**config.mk**
```make
export PLATFORM = sky130hd
export DESIGN_NAME = instr_fetch
export DESIGN_NICKNAME = d
export VERILOG_FILES = /design/src/rtl/mips_pkg.sv /design/src/rtl/fetch_fifo.sv /design/src/rtl/instr_fetch.sv
export SDC_FILE = /design/constraint.sdc
export NUM_CORES = 1
export LEC_CHECK = 0
export BUFFER_PORTS_ARGS = -buffer_cell sky130_fd_sc_hd__buf_2
export CAP_MARGIN = 20
export CORE_ASPECT_RATIO = 1.5
export CORE_MARGIN = 4
export CORE_UTILIZATION = 60
export CTS_CLUSTER_DIAMETER = 30
export CTS_CLUSTER_SIZE = 16
export DETAILED_ROUTE_END_ITERATION = 10
export PLACE_DENSITY = 0.84
export SLEW_MARGIN = 25
export SYNTH_ARGS = -nofsm -noshare
export SYNTH_HDL_FRONTEND = slang
export SYNTH_HIERARCHICAL = 1
export SYNTH_SLANG_ARGS = --single-unit
```
**constraint.sdc**
```tcl
create_clock -name clk -period 7.45 [get_ports clk]
set_input_delay 1.49 -clock clk [delete_from_list [all_inputs] [get_ports clk]]
set_output_delay 1.49 -clock clk [all_outputs]
set_load 0.005 [all_outputs]
```
**src/rtl/mips_pkg.sv**
```systemverilog
// Shared types and constants for the fetch front end feeding the MIPS decoder.
package mips_pkg;

    localparam int INSTR_W = 32;
    localparam int ADDR_W  = 32;
    localparam logic [ADDR_W-1:0] RESET_PC_DEF = 32'h0000_0000;
    localparam int DEPTH_DEF = 2;

    typedef enum logic [1:0] {
        BOOT  = 2'd0,
        RUN   = 2'd1,
        DRAIN = 2'd2
    } fetch_state_e;

    typedef struct packed {
        logic [ADDR_W-1:0]  pc;
        logic [INSTR_W-1:0] instr;
    } fetch_entry_t;

    function automatic logic [ADDR_W-1:0] word_align(input logic [ADDR_W-1:0] addr);
        return addr & ~ADDR_W'(3);
    endfunction

    // Circular pointer increment that also works for non-power-of-two depths.
    function automatic int unsigned wrap_inc(input int unsigned ptr, input int unsigned depth);
        return (ptr + 1 == depth) ? 0 : ptr + 1;
    endfunction

endpackage

```
**src/rtl/fetch_fifo.sv**
```systemverilog
// Small {pc, instr} buffer between imem responses and decode; flush wins over push and pop.
module fetch_fifo
    import mips_pkg::*;
#(
    parameter  int DEPTH = DEPTH_DEF,
    localparam int CW    = $clog2(DEPTH + 1)
) (
    input  logic          clk,
    input  logic          rst_n,
    input  logic          i_push,
    input  fetch_entry_t  i_push_data,
    input  logic          i_pop,
    input  logic          i_flush,
    output fetch_entry_t  o_head,
    output logic          o_full,
    output logic          o_empty,
    output logic [CW-1:0] o_count
);

    localparam int PW = (DEPTH > 1) ? $clog2(DEPTH) : 1;

    fetch_entry_t  r_mem [DEPTH];
    logic [PW-1:0] r_wr_ptr;
    logic [PW-1:0] r_rd_ptr;
    logic [CW-1:0] r_count;

    logic w_do_pop;
    logic w_do_push;

    assign o_empty  = (r_count == '0);
    assign o_full   = (r_count == CW'(DEPTH));
    assign o_count  = r_count;
    assign o_head   = r_mem[r_rd_ptr];

    assign w_do_pop  = i_pop && !o_empty && !i_flush;
    assign w_do_push = i_push && !i_flush && (!o_full || w_do_pop);

    always_ff @(posedge clk or negedge rst_n) begin
        if (!rst_n) begin
            for (int i = 0; i < DEPTH; i++) begin
                r_mem[i] <= '0;
            end
        end else if (w_do_push) begin
            r_mem[r_wr_ptr] <= i_push_data;
        end
    end

    always_ff @(posedge clk or negedge rst_n) begin
        if (!rst_n) begin
            r_wr_ptr <= '0;
            r_rd_ptr <= '0;
            r_count  <= '0;
        end else if (i_flush) begin
            r_wr_ptr <= '0;
            r_rd_ptr <= '0;
            r_count  <= '0;
        end else begin
            if (w_do_push) begin
                r_wr_ptr <= PW'(wrap_inc(32'(r_wr_ptr), DEPTH));
            end
            if (w_do_pop) begin
                r_rd_ptr <= PW'(wrap_inc(32'(r_rd_ptr), DEPTH));
            end
            if (w_do_push && !w_do_pop) begin
                r_count <= r_count + CW'(1);
            end else if (!w_do_push && w_do_pop) begin
                r_count <= r_count - CW'(1);
            end
        end
    end

endmodule

```
**src/rtl/instr_fetch.sv**
```systemverilog
// PC/fetch stage: credit-limited imem reads, response tagging, redirect flush and drain.
module instr_fetch
    import mips_pkg::*;
#(
    parameter logic [ADDR_W-1:0] RESET_PC = RESET_PC_DEF,
    parameter int                DEPTH    = DEPTH_DEF
) (
    input  logic               clk,
    input  logic               rst_n,
    output logic               imem_req,
    output logic [ADDR_W-1:0]  imem_addr,
    input  logic               imem_ready,
    input  logic               imem_rvalid,
    input  logic [INSTR_W-1:0] imem_rdata,
    input  logic               redirect_valid,
    input  logic [ADDR_W-1:0]  redirect_pc,
    output logic               instr_valid,
    input  logic               instr_ready,
    output logic [INSTR_W-1:0] instr,
    output logic [ADDR_W-1:0]  instr_pc
);

    localparam int CW = $clog2(DEPTH + 1);
    localparam int PW = (DEPTH > 1) ? $clog2(DEPTH) : 1;

    fetch_state_e      r_state;
    logic [ADDR_W-1:0] r_pc;
    logic [CW-1:0]     r_outstanding;
    logic [CW-1:0]     r_discard;

    logic [ADDR_W-1:0] r_tag [DEPTH];
    logic [PW-1:0]     r_tag_wr;
    logic [PW-1:0]     r_tag_rd;

    logic          w_credit_ok;
    logic          w_issue;
    logic          w_resp;
    logic          w_drop;
    logic          w_push;
    logic          w_pop;
    logic [CW-1:0] w_out_next;
    logic [CW-1:0] w_discard_next;
    logic [CW-1:0] w_count;
    logic          w_full;
    logic          w_empty;
    fetch_entry_t  w_push_entry;
    fetch_entry_t  w_head;

    // Requests in flight plus buffered words never exceed DEPTH, so a push always has room.
    assign w_credit_ok = !w_full &&
                         (({1'b0, r_outstanding} + {1'b0, w_count}) < (CW + 1)'(DEPTH));

    assign imem_req  = (r_state == RUN) && !redirect_valid && w_credit_ok;
    assign imem_addr = r_pc;
    assign w_issue   = imem_req && imem_ready;

    // A response with nothing in flight is left over from before reset and is ignored.
    assign w_resp = imem_rvalid && (r_outstanding != '0);
    assign w_drop = w_resp && (r_discard != '0);
    assign w_push = w_resp && (r_discard == '0) && !redirect_valid;
    assign w_pop  = instr_valid && instr_ready;

    assign w_out_next = r_outstanding + CW'(w_issue) - CW'(w_resp);

    always_comb begin
        w_discard_next = r_discard;
        if (redirect_valid) begin
            w_discard_next = w_out_next;
        end else if (w_drop) begin
            w_discard_next = r_discard - CW'(1);
        end
    end

    assign w_push_entry.pc    = r_tag[r_tag_rd];
    assign w_push_entry.instr = imem_rdata;

    always_ff @(posedge clk or negedge rst_n) begin
        if (!rst_n) begin
            r_state       <= BOOT;
            r_pc          <= RESET_PC;
            r_outstanding <= '0;
            r_discard     <= '0;
        end else begin
            r_outstanding <= w_out_next;
            r_discard     <= w_discard_next;

            if (redirect_valid) begin
                r_pc <= word_align(redirect_pc);
            end else if (w_issue) begin
                r_pc <= r_pc + ADDR_W'(4);
            end

            case (r_state)
                BOOT: begin
                    r_state <= RUN;
                end
                RUN: begin
                    if (redirect_valid && (w_out_next != '0)) begin
                        r_state <= DRAIN;
                    end
                end
                DRAIN: begin
                    if (w_discard_next == '0) begin
                        r_state <= RUN;
                    end
                end
                default: begin
                    r_state <= BOOT;
                end
            endcase
        end
    end

    // Address tag of every in-flight read, consumed in order by responses (kept or dropped).
    always_ff @(posedge clk or negedge rst_n) begin
        if (!rst_n) begin
            for (int i = 0; i < DEPTH; i++) begin
                r_tag[i] <= '0;
            end
            r_tag_wr <= '0;
            r_tag_rd <= '0;
        end else begin
            if (w_issue) begin
                r_tag[r_tag_wr] <= r_pc;
                r_tag_wr        <= PW'(wrap_inc(32'(r_tag_wr), DEPTH));
            end
            if (w_resp) begin
                r_tag_rd <= PW'(wrap_inc(32'(r_tag_rd), DEPTH));
            end
        end
    end

    fetch_fifo #(
        .DEPTH (DEPTH)
    ) u_fifo (
        .clk         (clk),
        .rst_n       (rst_n),
        .i_push      (w_push),
        .i_push_data (w_push_entry),
        .i_pop       (w_pop),
        .i_flush     (redirect_valid),
        .o_head      (w_head),
        .o_full      (w_full),
        .o_empty     (w_empty),
        .o_count     (w_count)
    );

    assign instr_valid = !w_empty;
    assign instr       = w_head.instr;
    assign instr_pc    = w_head.pc;

endmodule

```
* Word level (Yosys, flattened, before mapping)
Cells that the tools add are included.
Word-level totals: output and inout bits 98, input port bits 70, register bits 236, word-level logic and storage cells 112
Operators by class: eq/ne operators 9, reductions and logical operators 36, order comparisons 7, add/sub/neg operators 11, multiplexer cells 30, bitwise operators 4
Operators by type and width (number):
- 64-bit 2-to-1 mux | 4
- 32-bit 2-to-1 mux | 6
- 128-bit bitwise mux | 1
- 64-bit bitwise mux | 1
- 64-bit demux with 1-bit select | 1
- 32-bit by 3-bit adder with 32-bit output (second input constant) | 1
- 32-bit demux with 1-bit select | 1
- 1-bit logical AND | 18
- 2-bit 2-to-1 mux | 7
- 2-bit equality test (second input constant) | 6
- 2-bit nonzero test | 6
- 1-bit by 1-bit adder with 2-bit output (second input constant) | 4
- 2-bit greater-or-equal comparator (second input constant) | 4
- 2-bit logical NOT | 4
- 1-bit 2-to-1 mux | 8
- 1-bit NOT with 2-bit output | 4
- 2-bit case mux with 3 select lines | 1
- 1-bit logical NOT | 5
- 2-bit by 1-bit < comparator with 1-bit output (second input constant) | 2
- 2-bit by 1-bit subtractor with 2-bit output (second input constant) | 2
- 2-bit by 2-bit adder with 3-bit output | 1
- 3-bit by 2-bit < comparator with 1-bit output (second input constant) | 1
- 3-bit nonzero test | 1
- 2-bit by 1-bit adder with 2-bit output | 1
- other kinds (7) | 7

* Depth between registers and ports, before layout
Gate-level depths: netlist (run 1).
word-level depth 12, mapped depth 14, gate-level depth less buffers 13

* By module
Netlist (run 1), hierarchy kept.
Modules (own cells, without submodules):
- fetch_fifo | cells each 367, area each 5931.9 µm², seq. area each 3303.2 µm², instances 1
- instr_fetch | cells each 419, area each 4793.3 µm², seq. area each 2452.4 µm², instances 1

* Least setup slack after synthesis (run 1)
OpenSTA, ideal clock, no wires.
kind input -> output, from input redirect_valid, to output imem_req, slack 3.539 ns, buffers on the path 3, required time 5.960 ns, stages on the path 4, arrival time 2.421 ns, cells stage by stage clkbuf_1 buf_1 clkbuf_1 nor3_1
On the way: word-level cells in the longest chain between the ends 3
Ends and longest elaborated chain:
- from (decl) | line instr_fetch.sv:15 | input logic redirect_valid,
- 1-bit logical NOT | line instr_fetch.sv:53 | assign imem_req = (r_state == RUN) && !redirect_valid && w_credit_ok;
- 1-bit logical AND (2 in series) | line instr_fetch.sv:53
- to (decl) | line instr_fetch.sv:10 | output logic imem_req,
No other way between the ends.

* Worst setup path after layout (run 1)
from register u_fifo.r_count[0], in the netlist u_fifo/o_count[0], to register r_state[0]
On the way: word-level cells in the longest chain between the ends 11, elaborated cells on any way between the ends 16, those cells by class 3 x add/sub; 1 x order compare; 3 x eq/ne; 1 x mux; 8 x reduce/logical
Ends and longest elaborated chain:
- from (decl) | line fetch_fifo.sv:25 | logic [CW-1:0] r_count;
- from (signal assigned) | line fetch_fifo.sv:65 | r_count <= r_count + CW'(1);
- from (signal assigned) | line fetch_fifo.sv:67 | r_count <= r_count - CW'(1);
- 2-bit by 2-bit adder with 3-bit output / 2-bit equality test (equally long branches) | line instr_fetch.sv:51, fetch_fifo.sv:31
- 3-bit by 2-bit < comparator with 1-bit output / 1-bit logical NOT (equally long branches) | line instr_fetch.sv:51, instr_fetch.sv:50
- 1-bit logical AND (*) | line instr_fetch.sv:50 | assign w_credit_ok = !w_full &&
- 1-bit logical AND (*) | line instr_fetch.sv:53
- 1-bit logical AND (*) | line instr_fetch.sv:55 | assign w_issue = imem_req && imem_ready;
- 2-bit by 1-bit adder with 2-bit output (*) | line instr_fetch.sv:63 | assign w_out_next = r_outstanding + CW'(w_issue) - CW'(w_resp);
- 2-bit by 1-bit subtractor with 2-bit output (*) | line instr_fetch.sv:63
- via w_out_next[1] | line instr_fetch.sv:41 | logic [CW-1:0] w_out_next;
- 2-bit 2-to-1 mux / 2-bit nonzero test (equally long branches) | line instr_fetch.sv:67, instr_fetch.sv:98
- 2-bit logical NOT / 1-bit logical AND (equally long branches) | line instr_fetch.sv:103, instr_fetch.sv:98
- 2-bit != test (no source line) / 2-bit by 1-bit != test with 1-bit output (equally long branches)
- 2-bit AND reduction (no source line) (*)
- to (signal assigned) | line instr_fetch.sv:79 | r_state <= BOOT;
- to (signal assigned) | line instr_fetch.sv:104 | r_state <= RUN;
- to (signal assigned) | line instr_fetch.sv:108 | r_state <= BOOT;
- to (decl) | line instr_fetch.sv:26 | fetch_state_e r_state;
Mark *: on every way through the listed nets, which the timed path passes. The rest lies on a longest branch. A chain may end at the register's enable or synchronous reset.

==> flow_metrics.env, run 1 <==
export IMPL_arrival_ns=4.44
export IMPL_critical_path_endpoint_type="register"
export IMPL_leakage_power_summed_over_all_cells_nw=6.403
export IMPL_critical_path_peak_fanout=27
export IMPL_syn_avg_cell_area_um2=13.65
export IMPL_antenna_found_initial=0
export IMPL_placed_cells_incl_taps=1130
export IMPL_critical_path_cell_chain="and2_1 -> fa_1 -> or4b_4 -> nor4b_4 -> buf_4 -> inv_2 -> ha_1 -> inv_1 -> ha_1 -> xnor2_1 -> xnor2_1 -> o21a_1 -> o21ai_0 -> and2_1"
export IMPL_fp_dieH_um=171.7
export IMPL_antenna_left=0
export IMPL_place_gp_congestion=0.7682
export IMPL_cts_path_max_buffers=3
export IMPL_netlist_top_cell_by_area="dfrtp_1"
export IMPL_dieArea_um2=20120
export IMPL_number_of_levels_in_the_clock_h_tree=2
export IMPL_layout_filler_cells=1162
export IMPL_critical_path_slowest_cell="or4b_4"
export IMPL_floorplan_core_area_um2=17500
export IMPL_synth_flop_cell="dfrtp_1"
export IMPL_hold_violations_final=0
export IMPL_irDropWorstVdd_mv=0.2404
export IMPL_dominant_cells_by_area_after_synthesis="dfrtp_1 54%, mux2_2 24%, mux2_4 6.9%, nand2_1 1.5%, o21ai_0 1.4%"
export IMPL_effective_utilization_at_floorplan=0.6130
export IMPL_rsz_0062_raised_after_global_routing="no"
export IMPL_worstReg2RegEnd="r_state[0]"
export IMPL_die_width_um=117.2
export IMPL_antenna_cells=0
export IMPL_worst_r2r_setup_slack_ns=3.40
export IMPL_area_growth_synth_to_final_pct=21.47
export IMPL_critPathLaunchType="register"
export IMPL_synth_top_cells_by_count="230 x dfrtp_1, 230 x mux2_2, 49 x mux2_4, 44 x nand2_1, 31 x o21ai_0"
export IMPL_min_path_cells=2
export IMPL_cts_hold_buffers_added=0
export IMPL_io_pins=168
export IMPL_synth_top_area_frac=0.5366
export IMPL_ys_types=52
export IMPL_buffer_ports_inserted=163
export IMPL_clock_tree_root_cell="clkbuf_16"
export IMPL_synth_yosys_warnings=6
export IMPL_rr_startpoint="u_fifo/o_count[0]"
export IMPL_critical_path_top_delay_family="simple AND/OR/NAND/NOR gates"
export IMPL_synth_edff_count=0
export IMPL_final_nets=1034
export IMPL_worst_setup_hold_path_clk_slew_ns=0.05
export IMPL_post_cts_setup_buffer_count=0
export IMPL_grt_total_usage=0.2380
export IMPL_critical_path_max_stage_delay_ns=0.57
export IMPL_first_global_vias=7462
export IMPL_post_drt_via_cell_ratio=5.897
export IMPL_setup_worst_path_class="register to register"
export IMPL_setup_violations=0
export IMPL_ys_ff_latch=230
export IMPL_wire_per_inst_um=20.04
export IMPL_syn_inst=786
export IMPL_worstHoldPathType="register to register"
export IMPL_drt_initial_drc_count=396
export IMPL_depth_of_the_worst_register_to_register_path=14
export IMPL_via_count=7065
export IMPL_hold_path_startpoint="r_tag[26]"
export IMPL_cts_made_buffers=40
export IMPL_layout_cell_share_with_drive_strength_beyond_1=0.5360
export IMPL_maximum_number_of_pins_on_one_net_before_global_route_repair=84
export IMPL_num_rows=59
export IMPL_cts_tree="done"
export IMPL_final_cell_area_um2=13030
export IMPL_run_status="completed"
export IMPL_synth_seq_area_share=0.5366
export IMPL_first_pass_grt_wire_length_um=37750
export IMPL_max_freq_mhz=246.6
export IMPL_startpoint="u_fifo/o_count[0]"
export IMPL_synth_async_reset_ratio=1.000
export IMPL_place_area_um2=11660
export IMPL_drtPass1Iterations=5
export IMPL_total_standard_cell_area_after_synthesis_um2=10730
export IMPL_critical_path_required_ns=7.83
export IMPL_max_slew_margin=0.3314
export IMPL_critical_path_n_buffers_inverters=3
export IMPL_final_skew_ns=0.01712
export IMPL_layout_min_cycle_time_ns=4.054
export IMPL_post_route_non_filler_standard_cell_count=1198
export IMPL_worstHoldEndpoint="r_tag[26]"
export IMPL_post_cts_resize_count=0
export IMPL_timing_hold_ws_ns=0.4763
export IMPL_insertion_delay_ns=0.50
export IMPL_cts_sink_count=230
export IMPL_final_setup_tns_ns=0
export IMPL_maxCapViolations=0
export IMPL_pwr_density_cell_nw_per_um2=390.3
export IMPL_worst_tran_pin_value_ns=1.003
export IMPL_total_gr_overflow=0
export IMPL_wirelength_um=24000
export IMPL_route_detailed_drc=0
export IMPL_report_final_slew_viol_count=0
export IMPL_dp_hpwl_um=14760
export IMPL_crit_share_post_route=0.5442
==> worst max path at each step <==
stage                             endpoint  depth (start not counted)
after global routing            r_state[0]                         14
final                           r_state[0]                         14
after detailed placement   u_fifo/r_mem[0]                          7
after global placement    u_fifo/r_mem[57]                          7
after floorplan                   imem_req                          4
after CTS                       r_state[0]                         14
==> stage by stage <==
stage / power [mW] / setup WS, ns / util
4_1_cts: 5.127 / 3.418 / 0.7438
3_5_place_dp: 3.264 / 2.945 / 0.6666
5_1_grt: 5.338 / 3.137 / 0.7446
2_1_floorplan: 2.822 / 3.539 / -
3_3_place_gp: 3.198 / 3.003 / 0.6666
6_report: 5.085 / 3.396 / 0.7446
==> worst register-to-register path, stage by stage (launching register included) <==
cell	delay, ns
dfrtp_1	0.49
and2_1	0.19
fa_1	0.41
or4b_4	0.57
nor4b_4	0.22
buf_4	0.29
inv_2	0.26
ha_1	0.36
inv_1	0.04
ha_1	0.18
xnor2_1	0.15
xnor2_1	0.28
o21a_1	0.20
o21ai_0	0.11
and2_1	0.19
==> state kept, by name (all words and copies together) (netlist names) <==
register,cells
r_tag_wr,1
r_discard,2
r_state,2
r_outstanding,2
u_fifo/r_mem,128
u_fifo/o_count,2
u_fifo/r_wr_ptr,1
r_tag_rd,1
u_fifo/r_rd_ptr,1
r_tag,60
imem_addr,30
==> power by group <==
| group | switching (mW) | total [mW] | internal (mW) |
|---|---|---|---|
| logic | 0.510 | 1.32 | 0.811 |
| clock network | 0.597 | 1.81 | 1.22 |
| registers | 0.275 | 1.95 | 1.67 |
| total | 1.38 | 5.08 | 3.70 |
==> cell families (layout without fill, tap and decap cells) <==
group	Yosys count	after routing	share of synthesized area
compound gates	79	79	0.04865
xor+xnor	9	9	0.007350
fa+ha+maj	5	5	0.006533
buf+inv	56	250	0.02730
flops	230	230	0.5366
mux	282	282	0.3130
other cells	1	6	0.0003496
simple gates	124	124	0.06020
==> layer usage <==
metal | part of all wire | wire length, µm | GRT usage
met5 | 0 | 0 | 0
met4 | 0.029 | 686 | 0.08733
met3 | 0.058 | 1384 | 0.04998
met2 | 0.52 | 12540 | 0.4180
met1 | 0.39 | 9391 | 0.2846
==> area by class of cell <==
cell class                 instances  area, µm²  area share
clock buffer                      53       1151     0.08836
timing repair buffer             171      893.4     0.06857
multi-input combinational        505       4716      0.3620
sequential                       230       5759      0.4421
tap                              213      266.5     0.02046
inverter                          11      41.29    0.003169
clock inverter                    15      200.2     0.01537
==> placed cells by master (no fill, tap or decap), drive strengths merged, types with 2 or more instances in the layout <==
cell type,synthesis,routed
o21ai,31,31
and3,2,2
nand4,9,9
dfrtp,230,230
xor2,3,3
o211ai,9,9
a21oi,6,6
buf,28,171
a31oi,7,7
or3,4,4
a221o,3,3
clkbuf,17,53
bufinv,0,4
a22oi,3,3
nor2b,4,4
nor4,4,4
conb,1,6
nor3,5,5
nand3,17,17
clkinvlp,0,4
inv,11,13
o311ai,4,4
ha,4,4
a32oi,5,5
a31o,4,4
mux2,280,280
xnor2,6,6
mux2i,2,2
nand2,44,44
or4b,2,2
and2,4,4
nor4b,2,2
clkinv,0,5
nor2,22,22
a21o,2,2
Power figures use the tool's default switching activity.
==> inputs of run 2 (changes only) <==
CORE_UTILIZATION = 57   (was 60)
PLACE_DENSITY = 0.8   (was 0.84)
clock period = 4.2 ns   (was 7.45 ns; I/O delays follow)
==> run 2 against run 1 <==
  * Total power grew 73%
  * Sequential power grew 77%
  * Combinational power grew 77%
  * Global-route usage shrank 1.1 points
  * Hold slack lost 0.089 ns
  * Fmax grew 17%
  * Critical endpoint unchanged
  * Register-to-register slack lost 2.6 ns
  * Sequential share of layout area shrank 0.23 points
  * Die area grew 5.0%
==> flow_metrics.env, run 2 (synthesized netlist as in run 1, its figures left out) <==
export IMPL_cts_sink_count=230
export IMPL_worst_setup_hold_path_clk_slew_ns=0.05
export IMPL_buffer_ports_inserted=163
export IMPL_dieArea_um2=21120
export IMPL_antenna_left=0
export IMPL_number_of_levels_in_the_clock_h_tree=2
export IMPL_layout_min_cycle_time_ns=3.453
export IMPL_wire_per_inst_um=19.02
export IMPL_cts_hold_buffers_added=0
export IMPL_floorplan_core_area_um2=18550
export IMPL_fp_dieH_um=176
export IMPL_route_detailed_drc=0
export IMPL_rsz_0062_raised_after_global_routing="no"
export IMPL_cts_path_max_buffers=3
export IMPL_post_drt_via_cell_ratio=5.659
export IMPL_io_pins=168
export IMPL_post_cts_resize_count=0
export IMPL_largest_register="u_fifo/r_mem"
export IMPL_cts_tree="done"
export IMPL_critical_path_slowest_cell="or4b_4"
export IMPL_p_seq_frac=0.392
export IMPL_crit_share_post_route=0.8222
export IMPL_arrival_ns=3.85
export IMPL_post_route_non_filler_standard_cell_count=1249
export IMPL_die_width_um=120
export IMPL_place_gp_congestion=0.8326
export IMPL_critical_path_n_buffers_inverters=2
export IMPL_post_layout_total_power_mw=8.798
export IMPL_clock_power_share=0.342
export IMPL_critical_path_peak_fanout=11
export IMPL_run_status="completed"
export IMPL_setup_worst_path_class="register to register"
export IMPL_via_count=7068
export IMPL_layout_cell_share_with_drive_strength_beyond_1=0.5426
export IMPL_max_slew_margin=0.3565
export IMPL_hold_violations_final=0
export IMPL_report_final_slew_viol_count=0
export IMPL_irDropWorstVdd_mv=0.4499
export IMPL_post_cts_setup_buffer_count=0
export IMPL_antenna_cells=0
export IMPL_final_setup_tns_ns=0
export IMPL_maxCapViolations=0
export IMPL_wirelength_um=23760
export IMPL_first_global_vias=7623
export IMPL_p_sw_mw=2.478
export IMPL_worstHoldPathType="primary input to async pin"
export IMPL_first_pass_grt_wire_length_um=38850
export IMPL_worst_r2r_setup_slack_ns=0.75
export IMPL_total_gr_overflow=0
export IMPL_rr_startpoint="u_fifo/o_count[0]"
export IMPL_critical_path_required_ns=4.60
export IMPL_depth_of_the_worst_register_to_register_path=13
export IMPL_drt_initial_drc_count=388
export IMPL_layout_commonest_cell="mux2_2"
export IMPL_clock_tree_root_cell="clkbuf_16"
export IMPL_pwr_density_cell_nw_per_um2=672.1
export IMPL_critical_path_cell_chain="and2_1 -> fa_1 -> or4b_4 -> nor4b_4 -> inv_2 -> ha_1 -> inv_1 -> ha_1 -> xnor2_1 -> xnor2_1 -> o21a_1 -> o21ai_0 -> and2_1"
export IMPL_pwr_share_comb=0.266
export IMPL_effective_utilization_at_floorplan=0.5783
export IMPL_critical_path_endpoint_type="register"
export IMPL_area_growth_synth_to_final_pct=22.05
export IMPL_setup_violations=0
export IMPL_placed_cells_incl_taps=1179
export IMPL_critical_path_max_stage_delay_ns=0.57
export IMPL_max_freq_mhz=289.6
export IMPL_sw_frac_of_total=0.2817
export IMPL_dp_hpwl_um=15560
export IMPL_layout_common_cells="230 x mux2_2, 229 x dfrtp_1, 162 x buf_2, 49 x mux2_4, 44 x nand2_1"
export IMPL_timing_hold_ws_ns=0.3872
export IMPL_worst_tran_pin_value_ns=0.9616
export IMPL_critical_path_top_delay_family="simple AND/OR/NAND/NOR gates"
export IMPL_critPathLaunchType="register"
export IMPL_insertion_delay_ns=0.51
export IMPL_maximum_number_of_pins_on_one_net_before_global_route_repair=115
export IMPL_grt_total_usage=0.2268
export IMPL_final_nets=1043
export IMPL_leakage_power_summed_over_all_cells_nw=6.421
export IMPL_drtPass1Iterations=4
export IMPL_final_skew_ns=0.02108
export IMPL_power_report_internal_total_mw=6.320
export IMPL_cts_made_buffers=39
export IMPL_worstReg2RegEnd="r_state[0]"
export IMPL_antenna_found_initial=0
export IMPL_num_rows=61
export IMPL_largest_register_ffs=128
==> run 2: metal layers <==
layer  track usage  routed length [µm]  share of wire
met2        0.4129               12640           0.53
met4       0.07167                 488          0.021
met5             0                   0              0
met3       0.04263                1265          0.053
met1        0.2702                9367           0.39
==> run 2: worst reg2reg max path: stages, from the launching register on <==
cell and delay, ns:
dfrtp_1 0.50, and2_1 0.19, fa_1 0.41, or4b_4 0.57, nor4b_4 0.28, inv_2 0.07
ha_1 0.27, inv_1 0.04, ha_1 0.18, xnor2_1 0.13, xnor2_1 0.24, o21a_1 0.19
o21ai_0 0.10, and2_1 0.17
==> run 2: worst max-delay path by stage <==
stage	start	to	slack (ns)	cells after the start
final	u_fifo/o_count[0]	r_state[0]	0.75	13
after detailed placement	u_fifo/o_count[0]	r_state[0]	0.74	13
after CTS	u_fifo/o_count[0]	r_state[0]	0.71	13
after floorplan	r_outstanding[0]	r_state[0]	0.58	14
after global placement	u_fifo/o_count[0]	r_state[0]	0.79	13
after global routing	u_fifo/o_count[0]	r_state[0]	0.54	13
==> run 2: stage by stage <==
stage               setup WS (ns)  instance area [µm²]    util
floorplan                  0.5835                10740       -
global placement           0.7872                11820  0.6371
detailed placement         0.7381                11820  0.6371
CTS                        0.7100                13090  0.7058
global route               0.5368                13090  0.7058
finish                     0.7467                13090  0.7058
==> run 2: area by class of cell <==
class | count | area (µm²)
Multi-Input combinational cell | 505 | 4705
Inverter | 11 | 41.29
Clock buffer | 47 | 1077
Sequential cell | 230 | 5757
Fill cell | 1288 | 5456
Tap cell | 252 | 315.3
Timing Repair Buffer | 181 | 998.5
Clock inverter | 23 | 196.4
==> run 2: power by group through the flow <==
stage / combinational (mW) / clock (mW) / sequential [mW]
floorplan: 1.72 / 0 / 3.29
global placement: 2.28 / 0 / 3.42
detailed placement: 2.34 / 0 / 3.47
CTS: 2.37 / 3.07 / 3.45
global route: 2.55 / 3.18 / 3.54
finish: 2.34 / 3.01 / 3.45
==> inputs of run 3 (changes only) <==
clock period = 3.2 ns   (was 4.2 ns; I/O delays follow)
==> run 3 against run 2 <==
  * Register-to-register slack got worse by 0.83 ns
  * Critical path type unchanged
  * Utilization increased by 1.5 points
  * Sequential share of layout area decreased by 0.90 points
  * Via count increased by 1.5%
  * Die area unchanged
  * Fmax increased by 5.1%
  * Flip-flop and latch count unchanged
  * The run now ends with setup timing left
  * Largest power group unchanged
  * Combinational power increased by 41%
  * Final cell count increased by 1.0%
  * Global-route usage increased by 0.98 points
  * First-iteration DRC count increased by 11%
==> flow_metrics.env, run 3 (synthesized netlist as in run 1, its figures left out) <==
export IMPL_dp_hpwl_um=16060
export IMPL_fp_dieH_um=176
export IMPL_max_freq_mhz=304.3
export IMPL_power_report_internal_total_mw=8.702
export IMPL_wire_per_inst_um=19.36
export IMPL_cts_tree="done"
export IMPL_hold_violations_final=0
export IMPL_antenna_found_initial=0
export IMPL_final_cell_area_um2=13360
export IMPL_place_area_um2=11970
export IMPL_worstHoldPathType="primary input to async pin"
export IMPL_violations="setup timing"
export IMPL_route_detailed_drc=0
export IMPL_drt_met1_wl_um=9563
export IMPL_worst_tran_pin_value_ns=0.7417
export IMPL_num_rows=61
export IMPL_grt_total_usage=0.2365
export IMPL_number_of_levels_in_the_clock_h_tree=2
export IMPL_critical_path_peak_fanout=3
export IMPL_final_skew_ns=0.02448
export IMPL_insertion_delay_ns=0.51
export IMPL_dr_wl_met3_um=1503
export IMPL_antenna_cells=0
export IMPL_irDropWorstVdd_mv=0.7162
export IMPL_drtPass1Iterations=5
export IMPL_cts_sink_count=230
export IMPL_place_gp_congestion=0.8625
export IMPL_antenna_left=0
export IMPL_p_seq_frac=0.375
export IMPL_post_drt_via_cell_ratio=5.687
export IMPL_sw_frac_of_total=0.2744
export IMPL_crit_share_post_route=1.027
export IMPL_rr_startpoint="r_outstanding[0]"
export IMPL_layout_filler_cells=1259
export IMPL_worstReg2RegEnd="r_state[1]"
export IMPL_final_nets=1056
export IMPL_wirelength_um=24430
export IMPL_drt_initial_drc_count=432
export IMPL_clock_power_share=0.349
export IMPL_run_status="finished with violations"
export IMPL_effective_utilization_at_floorplan=0.5783
export IMPL_placement_setup_worst_slack_ns=-0.1212
export IMPL_worst_r2r_setup_slack_ns=-0.09
export IMPL_first_global_vias=7913
export IMPL_largest_register_ffs=128
export IMPL_maximum_number_of_pins_on_one_net_before_global_route_repair=87
export IMPL_rsz_0062_raised_after_global_routing="yes"
export IMPL_maxCapViolations=0
export IMPL_layout_cell_share_with_drive_strength_beyond_1=0.5545
export IMPL_via_count=7177
export IMPL_critical_path_endpoint_type="register"
export IMPL_p_sw_mw=3.291
export IMPL_cts_made_buffers=38
export IMPL_io_pins=168
export IMPL_die_width_um=120
export IMPL_worst_setup_hold_path_clk_slew_ns=0.05
export IMPL_highest_signal_layer="met4"
export IMPL_floorplan_core_area_um2=18550
export IMPL_arrival_ns=3.67
export IMPL_report_final_slew_viol_count=0
export IMPL_cts_path_max_buffers=3
export IMPL_buffer_ports_inserted=163
export IMPL_largest_register="u_fifo/r_mem"
export IMPL_first_pass_grt_wire_length_um=40410
export IMPL_total_gr_overflow=0
export IMPL_critPathLaunchType="register"
export IMPL_post_route_worst_setup_slack_ns=-0.08623
export IMPL_leakage_power_summed_over_all_cells_nw=6.544
export IMPL_max_slew_margin=0.5010
export IMPL_depth_of_the_worst_register_to_register_path=13
export IMPL_pwr_share_comb=0.276
export IMPL_area_growth_synth_to_final_pct=24.59
export IMPL_clock_tree_root_cell="clkbuf_16"
export IMPL_layout_min_cycle_time_ns=3.286
export IMPL_setup_worst_path_class="register to register"
export IMPL_pwr_density_cell_nw_per_um2=897.5
export IMPL_setup_violations=2
export IMPL_dr_wl_met2_um=12810
export IMPL_layout_commonest_cell="mux2_2"
export IMPL_dieArea_um2=21120
export IMPL_layout_common_cells="230 x mux2_2, 229 x dfrtp_1, 162 x buf_2, 49 x mux2_4, 44 x nand2_1"
export IMPL_critical_path_required_ns=3.58
export IMPL_timing_hold_ws_ns=0.1464
==> run 3: cell count changes in the layout (fill, tap and decap cells not counted), sizes merged <==
cell    previous run  this run
clkinv            12         3
clkbuf            47        52
buf              181       195
bufinv             1         4
==> run 3: critical path, stage by stage (launching register included) <==
cell and delay [ns]:
dfrtp_1 0.38, and2_4 0.16, fa_1 0.43, or4b_4 0.55, nor4b_4 0.33, inv_2 0.09
ha_4 0.28, inv_4 0.03, ha_4 0.16, xnor2_4 0.14, xnor2_2 0.14, o21a_2 0.24
o21ai_2 0.15, o2bb2ai_1 0.08
==> run 3: area by class of cell <==
class | count | area [µm²] | share of cell area
Tap cell | 252 | 315.3 | 0.02360
Clock buffer | 52 | 1117 | 0.08361
Timing Repair Buffer | 195 | 1141 | 0.08539
Multi-Input combinational cell | 505 | 4770 | 0.3569
Inverter | 11 | 43.79 | 0.003277
Sequential cell | 230 | 5757 | 0.4308
Clock inverter | 17 | 219.0 | 0.01639
==> run 3: repair_timing <==
item / CTS / global route
setup buffers: 2 / 2
gates resized for setup: 3 / 8
setup endpoints to repair: 2 / 3
hold buffers: 0 / 0
pin swaps: 8 / 6
==> run 3: worst max-delay path by stage <==
stage	start	endpoint	slack [ns]	cells after the start
4_1_cts	r_outstanding[0]	r_state[0]	-0.03	13
6_report	r_outstanding[0]	r_state[1]	-0.09	13
3_5_place_dp	u_fifo/o_count[0]	r_state[0]	-0.12	13
2_1_floorplan	r_outstanding[0]	r_state[0]	-0.36	14
5_1_grt	r_outstanding[0]	r_state[1]	-0.23	13
3_3_place_gp	u_fifo/o_count[0]	r_state[0]	-0.01	13
==> run 3: power by group through the flow <==
stage	Sequential, mW	Clock, mW	Combinational, mW
finish	4.50	4.19	3.31
CTS	4.49	4.26	3.31
global route	4.61	4.43	3.60
global placement	4.45	0	3.12
floorplan	4.32	0	2.28
detailed placement	4.51	0	3.22
==> run 3: through the flow <==
step | std cells | util | setup TNS (ns) | power, mW
6_report | 1262 | 0.7205 | -0.1721 | 11.99
5_1_grt | 1262 | 0.7205 | -0.4788 | 12.64
4_1_cts | 1262 | 0.7187 | -0.02611 | 12.06
3_5_place_dp | 1191 | 0.6452 | -0.2168 | 7.731
3_3_place_gp | 1191 | 0.6452 | -0.01269 | 7.567
2_1_floorplan | 791 | - | -0.7298 | 6.600
==> run 3: routing by layer <==
metal,vias to the layer above,global-route usage
li1,3238,-
met1,3655,0.2869
met2,243,0.4194
met3,41,0.05096
met4,0,0.07692
met5,-,0
